`src/rtl/reg_file_mp.sv`:
```
// reg_file_mp: multi-port integer register file with two synchronous
// write ports (WB and late/load), NUM_READ combinational read ports,
// optional same-cycle write-to-read bypass and a per-register pending
// scoreboard for RAW hazard detection in decode.
//
// Ports:
//   clk, rst                       clock, async active-high reset
//   writeEnable0/Adr0/Data0        write port 0 (WB)
//   writeEnable1/Adr1/Data1        write port 1 (late/load), wins on conflict
//   readAdr / readData / readBusy  packed read ports, port i at slice i
//   issueEnable / issueAdr         mark a destination register pending
module reg_file_mp #(
    parameter int DATA_WIDTH = 32,
    parameter int ADR_WIDTH  = 5,
    parameter int NUM_READ   = 2,
    parameter int BYPASS     = 1
) (
    input  logic                           clk,
    input  logic                           rst,
    input  logic                           writeEnable0,
    input  logic [ADR_WIDTH-1:0]           writeAdr0,
    input  logic [DATA_WIDTH-1:0]          writeData0,
    input  logic                           writeEnable1,
    input  logic [ADR_WIDTH-1:0]           writeAdr1,
    input  logic [DATA_WIDTH-1:0]          writeData1,
    input  logic [NUM_READ*ADR_WIDTH-1:0]  readAdr,
    output logic [NUM_READ*DATA_WIDTH-1:0] readData,
    output logic [NUM_READ-1:0]            readBusy,
    input  logic                           issueEnable,
    input  logic [ADR_WIDTH-1:0]           issueAdr
);

    localparam int DEPTH = 2 ** ADR_WIDTH;
    localparam bit BYP   = (BYPASS != 0);

    logic [DATA_WIDTH-1:0] regs_q [DEPTH];
    logic [DATA_WIDTH-1:0] regs_d [DEPTH];
    logic [DEPTH-1:0]      pend_q;
    logic [DEPTH-1:0]      pend_d;

    // Effective write/issue strobes: r0 is hardwired and reset blocks all.
    logic wr_ok0;
    logic wr_ok1;
    logic iss_ok;

    assign wr_ok0 = !rst && writeEnable0 && (writeAdr0 != '0);
    assign wr_ok1 = !rst && writeEnable1 && (writeAdr1 != '0);
    assign iss_ok = !rst && issueEnable && (issueAdr != '0);

    always_comb begin
        regs_d = regs_q;
        pend_d = pend_q;
        // Port 1 is applied after port 0 so it wins a same-address conflict.
        if (wr_ok0) begin
            regs_d[writeAdr0] = writeData0;
            pend_d[writeAdr0] = 1'b0;
        end
        if (wr_ok1) begin
            regs_d[writeAdr1] = writeData1;
            pend_d[writeAdr1] = 1'b0;
        end
        // Issue applied last: the newer instruction owns the register.
        if (iss_ok) begin
            pend_d[issueAdr] = 1'b1;
        end
    end

    always_ff @(posedge clk or posedge rst) begin
        if (rst) begin
            regs_q <= '{default: '0};
            pend_q <= '0;
        end else begin
            regs_q <= regs_d;
            pend_q <= pend_d;
        end
    end

    for (genvar i = 0; i < NUM_READ; i++) begin : g_rd
        logic [ADR_WIDTH-1:0]  ra;
        logic                  hit0;
        logic                  hit1;
        logic [DATA_WIDTH-1:0] rd;
        logic                  rb;

        assign ra   = readAdr[i*ADR_WIDTH +: ADR_WIDTH];
        assign hit0 = BYP && wr_ok0 && (writeAdr0 == ra);
        assign hit1 = BYP && wr_ok1 && (writeAdr1 == ra);

        always_comb begin
            rd = '0;
            rb = 1'b0;
            if (!rst && (ra != '0)) begin
                if (hit1) begin
                    rd = writeData1;
                end else if (hit0) begin
                    rd = writeData0;
                end else begin
                    rd = regs_q[ra];
                end
                // Forwarded data is final, so the register is not busy.
                rb = pend_q[ra] && !(hit0 || hit1);
            end
        end

        assign readData[i*DATA_WIDTH +: DATA_WIDTH] = rd;
        assign readBusy[i] = rb;
    end

endmodule

```
`config.mk`:
```
export PLATFORM = sky130hd
export DESIGN_NAME = reg_file_mp
export DESIGN_NICKNAME = d
export VERILOG_FILES = /design/src/rtl/reg_file_mp.sv
export SDC_FILE = /design/constraint.sdc
export NUM_CORES = 2
export LEC_CHECK = 0
export BUFFER_PORTS_ARGS = -buffer_cell sky130_fd_sc_hd__buf_2
export CORE_ASPECT_RATIO = 0.9
export CORE_MARGIN = 2
export CORE_UTILIZATION = 52
export CTS_CLUSTER_SIZE = 24
export DETAILED_ROUTE_END_ITERATION = 6
export PLACE_DENSITY_LB_ADDON = 0.25
export SETUP_SLACK_MARGIN = 0.05
export SLEW_MARGIN = 10
export SYNTH_ARGS = -nofsm -noshare
export SYNTH_HDL_FRONTEND = slang
export SYNTH_SLANG_ARGS = --single-unit
export TNS_END_PERCENT = 20
```
`constraint.sdc`:
```
create_clock -name clk -period 50.9 [get_ports clk]
set_input_delay 7.635 -clock clk [delete_from_list [all_inputs] [get_ports clk]]
set_output_delay 7.635 -clock clk [all_outputs]
set_load 0.02 [all_outputs]
```
==> reports/qor.txt <==
Achievable frequency -> 0.0506 GHz
Synth Net Count -> 6374
Fin. Hold Viols -> 0
CTS tree -> yes
Core ar. -> 127000 um2
Clk_lat worst skew -> 720 ps
PortBufs -> 159
Post-CTS Setup Repair Bufs -> 0
Actual slew at the worst max-slew pin -> 1380 ps
Largest net degree at the start of global routing -> 165
Initial DRC Count -> 9572
Drt pass-1 iters -> 6
Area after DPL -> 67400 um2
Crit. End Element -> output pin
Via density per instance -> 7.23
Synth warn -> 0
Setup Crit Path Kind -> input pin to output pin
Seq cells post-synth -> 1056
HPWL Detailed -> 148000 um
Fin Setup TNS -> 0 ps
Type of origin of the critical path -> input pin
Psw -> 839 uW
RSZ-0062 raised after global routing -> no
Gpl congestion -> 0.895
Skew final -> 0 ps
First-pass GRT wire length -> 387000 um
Max Cap Viol -> 0
Die area -> 131000 um2
Pint -> 1900 uW
Worst min path class -> flop to flop
Grt ovf -> 0
Sink Count -> 1056
Synth Instances -> 6280
Routed length per instance -> 35.8 um
Worst path required time -> 43260 ps
H-tree Lvls -> 3
P per Cell Area -> 38.3 nW/um2
Hold Worst Slack -> 396 ps
Switching Share -> 0.306
Synthesized area per cell -> 10.6 um2
Post-synth ARST share -> 1.00
TritonCTS Buffers -> 120
EDFF count, synth -> 0
Initial Util -> 0.523
Flop pwr share -> 0.438
All-layer global routing usage -> 0.413
Leak pwr -> 0.0321 uW
Mapped cell area -> 66400 um2
CTS Hold Bufs -> 0
Clock Tree Buf Depth -> 3
Leading register cell type out of synthesis -> dfrtp_1
Rel. slew slack -> 0.0754
Synth cell types -> 57
Cell area after layout -> 71500 um2
Register area share after synthesis -> 0.398
Combinational power share -> 0.233
Synth-to-layout area growth -> 7.62%
I/O Pins -> 160
Final Max Tran Viols -> 0
Initial antenna violation count -> 39
Vias in the first global route -> 52.1k
Die width -> 381 um
Final min period -> 19780 ps
Post-route ant nets -> 0
Final Cycle Share -> 0.389
Root Driver -> clkbuf_16
Status -> finished, final reports clean
Die Y -> 343 um
Peak VDD IR -> 0.0281 mV
Resize count post-CTS -> 0
Net count, final -> 5943
Worst-path clk slew -> 60 ps
Via count -> 55.5k
DRC Markers -> 0
Std cell rows -> 124
CP Max Fanout -> 45
Final Setup Violations -> 0
Final wirelength -> 275000 um
Fraction of layout cells with a size suffix above 1 -> 0.185
Fillers -> 10.8k
Crit path DAT -> 12140 ps
Clk network pwr share -> 0.329
metrics by stage:
step | total power [uW] | cells | worst slack [ps] | util
6_report | 2740 | 7672 | 31120 | 0.563
5_1_grt | 2830 | 7654 | 31150 | 0.563
4_1_cts | 2710 | 7645 | 31420 | 0.563
3_5_place_dp | 1820 | 7427 | 31420 | 0.531
3_3_place_gp | 1790 | 7427 | 31450 | 0.531
2_1_floorplan | 1650 | 6280 | 10350 | -
critical path: stages:
cell	delay, ps
buf_8	240
buf_4	660
buf_4	650
buf_4	770
mux4_2	380
mux2i_1	80
mux2i_1	200
o2111ai_1	170
a21oi_1	820
buf_2	310
cell usage after synthesis, types with 8 or more instances:
cell type,count,share of area
clkbuf_1,564,0.032
a221o_1,18,0.0027
nand4_1,12,0.0011
o221ai_1,19,0.0025
a211oi_1,44,0.0050
nand3_1,43,0.0032
mux2_2,33,0.0056
mux2i_1,1091,0.16
mux4_2,516,0.17
a31oi_1,18,0.0017
nand3b_1,8,0.00090
o21ai_1,13,0.00098
nand2b_1,9,0.00085
buf_2,151,0.011
a22o_1,11,0.0015
a21oi_1,594,0.045
buf_4,25,0.0028
nor2_1,599,0.034
a22oi_1,136,0.015
dfrtp_1,1056,0.40
nand2_1,544,0.031
nor3_1,26,0.0020
nor2b_1,13,0.0012
a21o_1,31,0.0035
a32o_1,17,0.0026
o21ai_0,469,0.035
xor2_1,13,0.0017
a2111oi_0,13,0.0017
o32a_1,31,0.0047
buf_1,96,0.0054
area by class of cell:
| class | instances | area (um2) | area share |
|---|---|---|---|
| repair buffers | 286 | 1840 | 0.0257 |
| diodes | 26 | 65.1 | 0.000910 |
| well taps | 1701 | 2130 | 0.0298 |
| clock buffers | 180 | 3530 | 0.0494 |
| flip-flops and latches | 1056 | 26400 | 0.370 |
| clock inverters | 38 | 468 | 0.00655 |
| multi-input cells | 4377 | 37000 | 0.517 |
| inverters | 8 | 37.5 | 0.000525 |
state kept, by name, summed over array words and instances (netlist names):
| name | cells |
|---|---|
| regs_q | 1024 |
| pend_q | 32 |
cell families (layout without fill, tap and decap cells):
family	count (synthesis)	count (layout)	synth area share
xor+xnor	20	20	0.00264
mux	1640	1640	0.345
compound gates	1434	1434	0.125
buf+inv	847	512	0.0525
simple gates	1283	1283	0.0772
other cells	0	26	0
flops	1056	1056	0.398
power groups by stage:
stage / combinational [uW] / sequential (uW) / clock [uW]
after floorplan: 505 / 1150 / 0
after global placement: 604 / 1190 / 0
after detailed placement: 624 / 1200 / 0
after CTS: 624 / 1190 / 899
after global routing: 683 / 1220 / 933
final: 638 / 1200 / 900
routing by layer:
metal | routed length, um | GRT usage | vias to the layer above
met5 | 428 | 0.0175 | -
met4 | 19000 | 0.241 | 38
met3 | 45700 | 0.186 | 1112
met2 | 111000 | 0.559 | 4847
met1 | 99000 | 0.544 | 27300
li1 | - | - | 22200
worst paths after layout:
check | cells after the start | slack, ps | end | from
max in group asynchronous | 5 | 40290 | regs_q[601] | rst
setup / recovery | 10 | 31120 | readData[63] | readAdr[6]
setup reg to reg | 2 | 50040 | regs_q[8] | regs_q[8]
hold / removal | 0 | 400 | regs_q[1010] | regs_q[1010]
hold reg to reg | 0 | 400 | regs_q[1010] | regs_q[1010]
min in group asynchronous | 2 | 7150 | regs_q[928] | rst
layout by cell type (no fill, tap or decap), types with 17 or more instances in the layout:
cell / Yosys / final
a221o_1: 18 / 18
clkbuf_16: 0 / 122
o32a_1: 31 / 31
a21oi_1: 594 / 594
a21o_1: 31 / 31
mux4_2: 516 / 516
a31oi_1: 18 / 18
clkbuf_1: 564 / 32
clkinv_2: 0 / 22
mux2i_1: 1091 / 1091
nand2_1: 544 / 517
clkbuf_8: 0 / 27
nand2_4: 0 / 27
nor2_1: 599 / 579
a32o_1: 17 / 17
dfrtp_1: 1056 / 1056
nor2_4: 0 / 18
a211oi_1: 44 / 44
buf_2: 151 / 154
mux2_2: 33 / 33
o21ai_0: 469 / 469
o221ai_1: 19 / 19
a22oi_1: 136 / 136
diode_2: 0 / 26
buf_4: 25 / 124
nand3_1: 43 / 41
Power figures use the tool's default switching activity.
